$ cat config.mk
export PLATFORM = sky130hd
export DESIGN_NAME = hazard_ctrl_unit
export DESIGN_NICKNAME = d
export VERILOG_FILES = /design/src/rtl/hazard_ctrl_unit_pkg.sv /design/src/rtl/hazard_ctrl_unit_mem_wait_fsm.sv /design/src/rtl/hazard_ctrl_unit.sv
export SDC_FILE = /design/constraint.sdc
export NUM_CORES = 1
export LEC_CHECK = 0
export ABC_AREA = 1
export CAP_MARGIN = 20
export CORE_ASPECT_RATIO = 0.75
export CORE_MARGIN = 2
export CORE_UTILIZATION = 30
export CTS_CLUSTER_SIZE = 8
export DETAILED_ROUTE_END_ITERATION = 10
export GPL_TIMING_DRIVEN = 0
export HOLD_SLACK_MARGIN = 0.08
export PLACE_DENSITY = 0.74
export SETUP_SLACK_MARGIN = 0.02
export SLEW_MARGIN = 20
export SYNTH_ARGS = -nofsm -noshare
export SYNTH_HDL_FRONTEND = slang
export SYNTH_SLANG_ARGS = --single-unit
export TNS_END_PERCENT = 5
$ cat constraint.sdc
create_clock -name clk -period 2 [get_ports clk]
set_input_delay 0.3 -clock clk [delete_from_list [all_inputs] [get_ports clk]]
set_output_delay 0.3 -clock clk [all_outputs]
set_load 0.05 [all_outputs]
$ cat src/rtl/hazard_ctrl_unit_pkg.sv
// Shared types for the pipeline hazard controller: forwarding selects and memory-wait states.
package hazard_ctrl_unit_pkg;
   localparam int REG_ID_W_DEFAULT = 6;

   typedef enum logic [1:0] {
      FWD_RF  = 2'b00,
      FWD_WB  = 2'b01,
      FWD_MEM = 2'b10
   } fwd_sel_t;

   typedef enum logic {
      MW_IDLE = 1'b0,
      MW_WAIT = 1'b1
   } mem_wait_state_t;
endpackage

$ cat src/rtl/hazard_ctrl_unit_mem_wait_fsm.sv
// Data-memory wait sequencer: stalls the pipeline for MEM_LAT-1 cycles per access,
// plus one cycle for every cycle mem_ready stays low once the minimum latency is met.
module mem_wait_fsm
   import hazard_ctrl_unit_pkg::*;
#(
   parameter int MEM_LAT = 1
) (
   input  logic clk,
   input  logic reset,
   input  logic mem_access,
   input  logic mem_ready,
   output logic mem_stall
);
   localparam int CNT_BITS = $clog2(MEM_LAT) + 1;
   localparam bit MULTI_CYCLE = (MEM_LAT > 1);
   // The entry cycle is the first access cycle, so WAIT starts one count below MEM_LAT-1.
   localparam logic [CNT_BITS-1:0] CNT_LOAD = MULTI_CYCLE ? CNT_BITS'(MEM_LAT - 2) : '0;

   mem_wait_state_t       state_q, state_d;
   logic [CNT_BITS-1:0]   cnt_q, cnt_d;

   always_comb begin
      state_d   = state_q;
      cnt_d     = cnt_q;
      mem_stall = 1'b0;
      case (state_q)
         MW_IDLE: begin
            if (mem_access && (MULTI_CYCLE || !mem_ready)) begin
               state_d   = MW_WAIT;
               cnt_d     = CNT_LOAD;
               mem_stall = 1'b1;
            end
         end
         MW_WAIT: begin
            if ((cnt_q == '0) && mem_ready) begin
               state_d = MW_IDLE;
            end else begin
               mem_stall = 1'b1;
               if (cnt_q != '0) begin
                  cnt_d = cnt_q - CNT_BITS'(1);
               end
            end
         end
         default: state_d = MW_IDLE;
      endcase
   end

   always_ff @(posedge clk) begin
      if (reset) begin
         state_q <= MW_IDLE;
         cnt_q   <= '0;
      end else begin
         state_q <= state_d;
         cnt_q   <= cnt_d;
      end
   end
endmodule

$ cat src/rtl/hazard_ctrl_unit.sv
// Pipeline hazard controller: EX forwarding, load-use bubble, branch flush, memory-wait stall.
// Optional perf counters (stall_cycles, flush_count) built only with HAZ_PERF_CNT_EN defined.
module hazard_ctrl_unit
   import hazard_ctrl_unit_pkg::*;
#(
   parameter int REG_ID_W = REG_ID_W_DEFAULT,
   parameter int MEM_LAT  = 1
`ifdef HAZ_PERF_CNT_EN
   ,
   parameter int CNT_W    = 32
`endif
) (
   input  logic                clk,
   input  logic                reset,
   input  logic [REG_ID_W-1:0] id_rs1,
   input  logic [REG_ID_W-1:0] id_rs2,
   input  logic                id_rs1_used,
   input  logic                id_rs2_used,
   input  logic [REG_ID_W-1:0] ex_rs1,
   input  logic [REG_ID_W-1:0] ex_rs2,
   input  logic [REG_ID_W-1:0] ex_rd,
   input  logic                ex_mem_read,
   input  logic                branch_taken,
   input  logic [REG_ID_W-1:0] mem_rd,
   input  logic                mem_reg_write,
   input  logic                mem_access,
   input  logic                mem_ready,
   input  logic [REG_ID_W-1:0] wb_rd,
   input  logic                wb_reg_write,
   output fwd_sel_t            forward_a,
   output fwd_sel_t            forward_b,
   output logic                pc_write,
   output logic                if_id_write,
   output logic                id_ex_write,
   output logic                ex_mem_write,
   output logic                if_id_flush,
   output logic                id_ex_flush,
   output logic                mem_wb_bubble
`ifdef HAZ_PERF_CNT_EN
   ,
   output logic [CNT_W-1:0]    stall_cycles,
   output logic [CNT_W-1:0]    flush_count
`endif
);
   logic     mem_stall;
   logic     load_use;
   fwd_sel_t fwd_a, fwd_b;

   mem_wait_fsm #(.MEM_LAT(MEM_LAT)) u_mem_wait (
      .clk        (clk),
      .reset      (reset),
      .mem_access (mem_access),
      .mem_ready  (mem_ready),
      .mem_stall  (mem_stall)
   );

   always_comb begin
      fwd_a = FWD_RF;
      if (ex_rs1 != '0 && mem_reg_write && mem_rd == ex_rs1)     fwd_a = FWD_MEM;
      else if (ex_rs1 != '0 && wb_reg_write && wb_rd == ex_rs1)  fwd_a = FWD_WB;
      fwd_b = FWD_RF;
      if (ex_rs2 != '0 && mem_reg_write && mem_rd == ex_rs2)     fwd_b = FWD_MEM;
      else if (ex_rs2 != '0 && wb_reg_write && wb_rd == ex_rs2)  fwd_b = FWD_WB;

      load_use = ex_mem_read && (ex_rd != '0) &&
                 ((id_rs1_used && id_rs1 == ex_rd) || (id_rs2_used && id_rs2 == ex_rd));

      forward_a     = FWD_RF;
      forward_b     = FWD_RF;
      pc_write      = 1'b1;
      if_id_write   = 1'b1;
      id_ex_write   = 1'b1;
      ex_mem_write  = 1'b1;
      if_id_flush   = 1'b0;
      id_ex_flush   = 1'b0;
      mem_wb_bubble = 1'b0;

      // EX is frozen during a memory stall, so branch/load-use wait for its release.
      if (!reset) begin
         forward_a = fwd_a;
         forward_b = fwd_b;
         if (mem_stall) begin
            pc_write      = 1'b0;
            if_id_write   = 1'b0;
            id_ex_write   = 1'b0;
            ex_mem_write  = 1'b0;
            mem_wb_bubble = 1'b1;
         end else if (branch_taken) begin
            if_id_flush = 1'b1;
            id_ex_flush = 1'b1;
         end else if (load_use) begin
            pc_write    = 1'b0;
            if_id_write = 1'b0;
            id_ex_flush = 1'b1;
         end
      end
   end

`ifdef HAZ_PERF_CNT_EN
   logic [CNT_W-1:0] stall_cycles_q, stall_cycles_d;
   logic [CNT_W-1:0] flush_count_q, flush_count_d;

   // pc_write drops only for a memory stall or a load-use bubble; if_id_flush only for a branch.
   always_comb begin
      stall_cycles_d = stall_cycles_q;
      flush_count_d  = flush_count_q;
      if (!pc_write && stall_cycles_q != '1) stall_cycles_d = stall_cycles_q + CNT_W'(1);
      if (if_id_flush && flush_count_q != '1) flush_count_d = flush_count_q + CNT_W'(1);
   end

   always_ff @(posedge clk) begin
      if (reset) begin
         stall_cycles_q <= '0;
         flush_count_q  <= '0;
      end else begin
         stall_cycles_q <= stall_cycles_d;
         flush_count_q  <= flush_count_d;
      end
   end

   assign stall_cycles = stall_cycles_q;
   assign flush_count  = flush_count_q;
`endif
endmodule
# ---- Yosys cells after proc, flatten, opt, wreduce, memory -nomap -nowiden
# Index checks and enable logic that the tools add are counted.
dict set report op_classes {
  add_sub_neg 1
  multipliers 0
  n_div 0
  order_cmp 0
  n_eq_ne 8
  shifts 0
  n_mux 28
  n_bitwise 2
  n_reduce_logical 20
}
# operator n
set ops {}
lappend ops {{== test 6 bit} 6}
lappend ops {{two-way mux 1 bit} 22}
lappend ops {{nonzero test 6 bit} 3}
lappend ops {{logical AND 1 bit} 14}
lappend ops {{two-way mux 2 bit} 4}
lappend ops {{case mux 1 bit (2 select lines)} 2}
lappend ops {{!= test 2 x 1 -> 1 bit, second input constant} 1}
lappend ops {{!= test 2 bit, second input constant} 1}
lappend ops {{NOT 1 bit} 2}
lappend ops {{AND reduction 2 bit} 1}
lappend ops {{logical NOT 1 bit} 1}
lappend ops {{logical OR 1 bit} 1}
lappend ops {{subtractor 1 bit, second input constant} 1}
dict set report word_totals {
  regBits 2
  latch_bits 0
  mem_bits_rw 0
  mem_bits_ro 0
  input_bits 52
  output_inout_bits 11
  word_cells 61
  memories 0
}

# ---- Depth between registers and ports, before layout
# Gate-level depths: netlist of the first run.
dict set report depth {
  ltp_word 8
  mapped_depth 12
  mapped_depth_nobuf 11
}

# ---- By module
# A second synthesis of the first run with hierarchy kept.
dict set report hier_totals {
  cells_unflattened 166
  area_unflattened_um2 763.2
}
# module instances cells_each area_each_um2 seq_area_each_um2
set modules_own_cells {}
lappend modules_own_cells {hazard_ctrl_unit 1 162 723.2 0.0}
lappend modules_own_cells {mem_wait_fsm 1 4 40.0 20.0}

# ---- Worst setup path before layout of the first run
# OpenSTA, ideal clock, no wires.
dict set report synth_timing {
  kind {input -> output}
  startpoint {input mem_access}
  endpoint {output id_ex_write}
  t_arrival_ps 1993
  t_required_ps 1700
  slack_ps -293
  cell_stages 6
  path_buffers 1
  path_cell_list {nor2_1 > nor2_1 > inv_1 > nor2_1 > inv_1 > buf_4}
}
dict set report synth_between {
  elab_chain_len 5
}
# item line
set synth_lines {}
lappend synth_lines {{start: declaration} hazard_ctrl_unit.sv:26} ;# input logic mem_access,
lappend synth_lines {{logical AND 1 bit} hazard_ctrl_unit_mem_wait_fsm.sv:28} ;# if (mem_access && (MULTI_CYCLE || !mem_ready)) begin
lappend synth_lines {{two-way mux 1 bit} hazard_ctrl_unit_mem_wait_fsm.sv:28}
lappend synth_lines {{case mux 1 bit (2 select lines)} hazard_ctrl_unit_mem_wait_fsm.sv:26} ;# case (state_q)
lappend synth_lines {{two-way mux 1 bit (2 in a row)} -}
lappend synth_lines {{end: declaration} hazard_ctrl_unit.sv:34} ;# output logic id_ex_write,
# Every way passes these cells.

# ---- Worst setup path after layout of the first run
dict set report layout_timing {
  startpoint {input wb_rd[2]}
  endpoint {output forward_b[0]}
}
dict set report layout_between {
  elab_chain_len 5
}
# item line
set layout_lines {}
lappend layout_lines {{start: declaration} hazard_ctrl_unit.sv:28} ;# input logic [REG_ID_W-1:0] wb_rd,
lappend layout_lines {{== test 6 bit} hazard_ctrl_unit.sv:63} ;# else if (ex_rs2 != '0 && wb_reg_write && wb_rd == ex_rs2) fwd_b = FWD_WB;
lappend layout_lines {{logical AND 1 bit} hazard_ctrl_unit.sv:63}
lappend layout_lines {{two-way mux 1 bit} hazard_ctrl_unit.sv:63}
lappend layout_lines {{two-way mux 2 bit} hazard_ctrl_unit.sv:62} ;# if (ex_rs2 != '0 && mem_reg_write && mem_rd == ex_rs2) fwd_b = FWD_MEM;
lappend layout_lines {{two-way mux 2 bit} hazard_ctrl_unit.sv:79} ;# if (!reset) begin
lappend layout_lines {{end: declaration} hazard_ctrl_unit.sv:31} ;# output fwd_sel_t forward_b,
# Every way passes these cells.

==> impl_metrics.csv, run 1 <==
group,metric,value,unit
logic_synthesis,yosysSeqAreaShare,2.61,%
logic_synthesis,synth_top_family_by_area,"simple AND/OR/NAND/NOR gates",
timing,setup_violations,0,
detailed_routing,wl_per_cell,12.1,um
clock_network,worstSkewPairLatency,0,ns
power_and_ir_drop,p_leak,0.948,nW
logic_synthesis,synthAdderAreaFrac,0,%
timing,finalClockSkew,0,ns
logic_synthesis,async_reset_ff_share,0,%
logic_synthesis,synth.mux.area_fraction,0,%
logic_synthesis,syn_area_per_cell,4.50,um^2
logic_synthesis,yosys_most_used_dff,"dfxtp_1",
global_route,grt_pass1_wl,4.66,mm
global_route,grt_pass1_vias,992,
run,maxCapViolCount,0,
finish,reg_top3,"u_mem_wait.state_q: 1 flops",
logic_synthesis,synth_area_leader_cell,"nand2_1",
floorplanning,core.rowCount,15,
timing,relSlewSlack,68.4,%
finish,multi_input_area,604,um^2
timing,fin_crit,1.91,ns
detailed_routing,drt-initial-drc-count,60,
place,port_buffers,62,
worst_setup_path,cpPeakStageDelay,0.46,ns
worst_setup_path,cpMaxStageDelayCell,"clkdlybuf4s50_1",
global_route,track_usage,19.9,%
logic_synthesis,synth_cell_type_count,22,
timing,max_freq,523,MHz
finish,largest_register_ffs,1,
min_path,hold_class,"reg2reg",
place,hpwl,2.77,mm
timing,timing_hold_violations_final,0,
detailed_routing,drc,0,
global_route,grt_max_degree,8,
worst_setup_path,endpoint_kind,"output pin",
global_route,antenna_found_initial,0,
worst_setup_path,path_class,"in2out",
worst_setup_path,crit_family,"buffers and inverters",
place,dp_slack,-0.682,ns
clock_network,post-cts-setup-buffers,0,
detailed_routing,vias_per_cell,4.58,
clock_network,hold_buffers,0,
logic_synthesis,syn_nets,222,
logic_synthesis,synthCells,170,
logic_synthesis,synthXorXnorAreaFrac,3.43,%
timing,maxSlewViolCount,0,
worst_setup_path,crit_buf_inv,3,
timing,fin_crit_sh,95.5,%
place,gp_congestion,0.921,
finish,n_fill_cell,242,
finish,fin_area,1500,um^2
timing,hold_ws,0.637,ns
logic_synthesis,yosys_warnings,0,
detailed_routing,drtPass1Iterations,4,
finish,final_cells,266,
floorplanning,dieArea,2980,um^2
finish,antennaDiodeCount,0,
run_status,outcome,"complete, no violations",
worst_setup_path,crit_fanout,3,
logic_synthesis,synth_top_area_share,25.0,%
floorplanning,die_h,47.8,um
finish,area_growth,95.3,%
logic_synthesis,ys_seq_elements,1,
worst_setup_path,crit_top_cell,"nor2_1",
detailed_routing,ant_nets,0,
detailed_routing,wl,3.21,mm
logic_synthesis,synth_area_leaders,"nand2_1 25%, inv_1 21%, nor2_1 14%, o22ai_1 9.0%, nand3_1 4.6%",
power_and_ir_drop,vdd_drop_max,0.0000796,V
power_and_ir_drop,p_per_area,202,nW/um^2
timing,rsz0062_at_grt,"false",
finish,drive_above_1_share,13.4,%
finish,regMostFlops,"u_mem_wait.state_q",
finish,regArea,20.0,um^2
floorplanning,dieWidth,62.3,um
logic_synthesis,synth-simple-area-share,49.2,%
clock_network,clkTransAtPathRegs,0,ns
worst_setup_path,crit_arrival,1.61,ns
finish,finish.utilization,63.2,%
worst_setup_path,critPathRequiredTime,1.70,ns
logic_synthesis,synth-edff-count,0,
floorplanning,fp.coreArea,2360,um^2
detailed_routing,vias,1217,
worst_setup_path,r2r_slack,1.29,ns
worst_setup_path,worstPathCellList,"clkdlybuf4s50_1 -> inv_1 -> o22ai_1 -> nor2_1 -> nand2_1 -> nor2_1 -> nand2_1 -> nor2_1 -> buf_6",
logic_synthesis,syn_area,766,um^2
logic_synthesis,synth_compound_area_share,21.7,%
worst_setup_path,cp-start-kind,"input port",
place,dp_cells,266,
timing,fin_ws,0.0892,ns
timing,tightest_slew,0.476,ns
global_route,overflow,0,
place,place_area,1430,um^2
floorplanning,io_pins,63,
finish,finalNetCount,286,
floorplanning,start_util,32.4,%
## layout by cell type (no fill, tap or decap), types with 4 or more instances in the layout
master           instances
buf_4                    4
clkdlybuf4s50_1         24
dlygate4sd2_1            6
dlymetal6s2s_1          21
inv_1                   36
inv_2                    7
nand2_1                 48
nand2_2                  4
nand3_1                  5
nor2_1                  27
o21ai_0                  7
o22ai_1                 11
## area by class of cell
cell class	instances	share of cell area (%)
timing repair buffer	62	43.3
multi-input combinational	124	40.4
sequential	1	1.34
inverter	43	10.8
tap	34	2.85
buffer	2	1.26
## final timing paths
check / start / to / depth (start not counted)
setup / recovery: wb_rd[2] / forward_b[0] / 9
setup reg to reg: u_mem_wait.state_q / u_mem_wait.state_q / 4
hold / removal: u_mem_wait.state_q / u_mem_wait.state_q / 4
hold reg to reg: u_mem_wait.state_q / u_mem_wait.state_q / 4
## logic make-up (layout without fill, tap and decap cells)
family	count (synthesis)	count (layout)
buf+inv	45	107
flops	1	1
compound gates	27	27
xor+xnor	3	3
simple gates	94	94
## layer usage
layer	track usage (%)	vias to the layer above	routed length, um
li1	-	650	-
met1	28.9	538	1540
met2	36.1	29	1510
met3	0.471	0	165
met4	0	0	0
met5	0	-	0
## worst reg2reg max path: stages (launching register included)
cell and delay [ns]:
dfxtp_1 0.27, nor2_1 0.08, nor2_1 0.05, inv_1 0.12
nor2_1 0.05
## stage by stage
stage / power, W / setup TNS [ns]
global route: 0.000328 / 0
floorplan: 0.000147 / -0.0132
CTS: 0.000298 / -0.142
global placement: 0.000301 / -5.06
finish: 0.000302 / 0
detailed placement: 0.000304 / -5.18
## repair_timing
action,4_1_cts,5_1_grt
endpoints found under the setup margin,11,10
pin swaps,0,15
gates resized for setup,52,52
## where the power goes
part / total, W / switching [W] / leakage [nW] / internal, W
Combinational: 0.000280 / 0.000145 / 0.940 / 0.000136
Clock: 0 / 0 / 0 / 0
Sequential: 0.0000215 / 0.000000194 / 0.00823 / 0.0000213
Total: 0.000302 / 0.000145 / 0.948 / 0.000157
## Yosys cell counts (2+ instances only)
cell type   n
nand2_1    51
inv_1      42
nor2_1     29
o22ai_1    11
nand3_1     7
o21ai_0     7
a21oi_1     3
nor3_1      3
buf_4       2
nand4_1     2
xor2_1      2
No activity file was read; power rests on OpenSTA's default activity.
==> run 2: changes to the inputs <==
DONT_BUFFER_PORTS = 1   (was not set)
PLACE_DENSITY = 0.43   (was 0.74)
==> run 2 against run 1 <==
Effect of this change:
- critical path depth decreased by 3
- hold slack got worse by 0.26 ns
- setup slack improved by 0.098 ns
- sequential share of layout area rose by 1.1 points
- wire length down 25%
- critical path type unchanged
- critical endpoint is now forward_a[0]
==> impl_metrics.csv, run 2 (synthesized netlist as in run 1, its figures left out) <==
group,metric,value,unit
power_and_ir_drop,p_comb_share,87.2,%
power_and_ir_drop,switching_power,0.0000958,W
timing,finalClockSkew,0,ns
detailed_routing,drc,0,
timing,hold_ws,0.375,ns
clock_network,worstSkewPairLatency,0,ns
timing,setup_violations,0,
clock_network,clkTransAtPathRegs,0,ns
detailed_routing,vias,981,
finish,largest_register_ffs,1,
finish,drive_above_1_share,5.29,%
clock_network,post-cts-setup-buffers,0,
finish,final_cells,204,
min_path,min_path_cells,1,
detailed_routing,wl,2.40,mm
finish,n_fill_cell,315,
finish,finalNetCount,224,
run,maxCapViolCount,0,
worst_setup_path,crit_fanout,4,
worst_setup_path,crit_top_cell,"nor2_1",
min_path,holdPathEnd,"u_mem_wait.state_q",
power_and_ir_drop,p_per_area,202,nW/um^2
power_and_ir_drop,seqPwrFrac,12.8,%
worst_setup_path,crit_arrival,1.51,ns
power_and_ir_drop,clockPowerShare,0,%
detailed_routing,drtPass1Iterations,4,
timing,rsz0062_at_grt,"false",
floorplanning,dieWidth,62.3,um
global_route,overflow,0,
detailed_routing,ant_nets,0,
worst_setup_path,r2r-end,"u_mem_wait.state_q",
finish,reg_top3,"u_mem_wait.state_q: 1 flops",
worst_setup_path,reg2reg_depth,4,
floorplanning,die_h,47.8,um
place,dp_cells,204,
power_and_ir_drop,sw_frac_of_total,57.1,%
timing,setup_tns,0,ns
global_route,grt_pass1_wl,3.81,mm
floorplanning,dieArea,2980,um^2
finish,area_growth,8.17,%
global_route,grt_pass1_vias,869,
timing,maxSlewViolCount,0,
timing,max_freq,552,MHz
place,hpwl,2.18,mm
min_path,min-delay-start,"reset",
timing,timing_hold_violations_final,0,
run_status,outcome,"complete, no violations",
detailed_routing,drt-initial-drc-count,42,
worst_setup_path,rr_startpoint,"u_mem_wait.state_q",
detailed_routing,wl_per_cell,11.8,um
floorplanning,fp.coreArea,2360,um^2
floorplanning,io_pins,63,
worst_setup_path,cpPeakStageDelay,0.68,ns
detailed_routing,vias_per_cell,4.81,
timing,relSlewSlack,39.1,%
finish,final_cell_mix,"50 x nand2_1, 42 x inv_1, 28 x nor2_1",
finish,antennaDiodeCount,0,
floorplanning,core.rowCount,15,
worst_setup_path,crit_family,"simple AND/OR/NAND/NOR gates",
finish,regMostFlops,"u_mem_wait.state_q",
worst_setup_path,crit_buf_inv,1,
worst_setup_path,worstPathCellList,"inv_1 -> nand4_1 -> nor2_1 -> nand3b_1 -> nor2_1 -> nor2_1",
global_route,track_usage,16.2,%
power_and_ir_drop,vdd_drop_max,0.0000430,V
power_and_ir_drop,p_int,0.0000718,W
min_path,hold_class,"in2reg",
place,gp_congestion,0.803,
worst_setup_path,path_class,"in2out",
finish,layout_commonest_cell,"nand2_1",
worst_setup_path,critPathRequiredTime,1.70,ns
worst_setup_path,cp-start-kind,"input port",
worst_setup_path,cpMaxStageDelayCell,"nor2_1",
floorplanning,start_util,32.4,%
worst_setup_path,endpoint_kind,"output pin",
timing,tightest_slew,0.910,ns
global_route,grt_max_degree,8,
power_and_ir_drop,p_leak,0.493,nW
timing,fin_crit_sh,90.6,%
worst_setup_path,r2r_slack,1.27,ns
place,port_buffers,0,
global_route,antenna_found_initial,0,
timing,fin_crit,1.81,ns
run 2: cell count changes in the layout (fill, tap and decap cells not counted), sizes merged:
cell,delta
dlymetal6s2s,-21
clkdlybuf4s15,-1
clkdlybuf4s50,-24
clkbuf,-3
buf,-7
dlygate4sd2,-6
run 2: final cells by class:
type / instances / area [um^2] / area share (%)
Buffer: 2 / 15.0 / 1.81
Tap cell: 34 / 42.5 / 5.14
Multi-Input combinational cell: 124 / 589 / 71.1
Inverter: 43 / 161 / 19.5
Sequential cell: 1 / 20.0 / 2.42
run 2: what timing repair did:
action	CTS	global route
gates resized for setup	1	1
hold buffers	0	0
endpoints found under the setup margin	1	1
run 2: per-stage QoR:
stage / instance area, um^2 / worst slack [ns] / utilization [%] / power (W)
floorplan: 768 / -0.0132 / - / 0.000147
global placement: 811 / -0.148 / 34.3 / 0.000164
detailed placement: 821 / -0.0142 / 34.7 / 0.000166
CTS: 826 / 0.139 / 34.9 / 0.000167
global route: 828 / 0.0342 / 35.0 / 0.000189
finish: 828 / 0.188 / 35.0 / 0.000168
run 2: worst max-delay path by stage:
stage	end	startpoint	slack (ns)	depth (start not counted)
after floorplan	forward_a[1]	ex_rs1[3]	-0.01	6
after global placement	forward_a[1]	ex_rs1[3]	-0.15	6
after detailed placement	id_ex_write	mem_access	-0.01	6
after CTS	pc_write	ex_rd[4]	0.14	11
after global routing	forward_a[0]	ex_rs1[2]	0.03	6
final	forward_a[0]	ex_rs1[2]	0.19	6
run 2: power groups by stage:
stage	Combinational (W)	Clock, W	Sequential [W]
after floorplan	0.000125	0	0.0000215
after CTS	0.000146	0	0.0000215
final	0.000146	0	0.0000215
after global placement	0.000142	0	0.0000216
after detailed placement	0.000144	0	0.0000215
after global routing	0.000167	0	0.0000216
run 2: routing by layer:
layer / vias up / GRT usage [%] / part of all wire [%]
met5: - / 0 / 0
met4: 0 / 0 / 0
met3: 0 / 2.82 / 10
met2: 53 / 23.5 / 36
met1: 405 / 26.0 / 54
li1: 523 / - / -
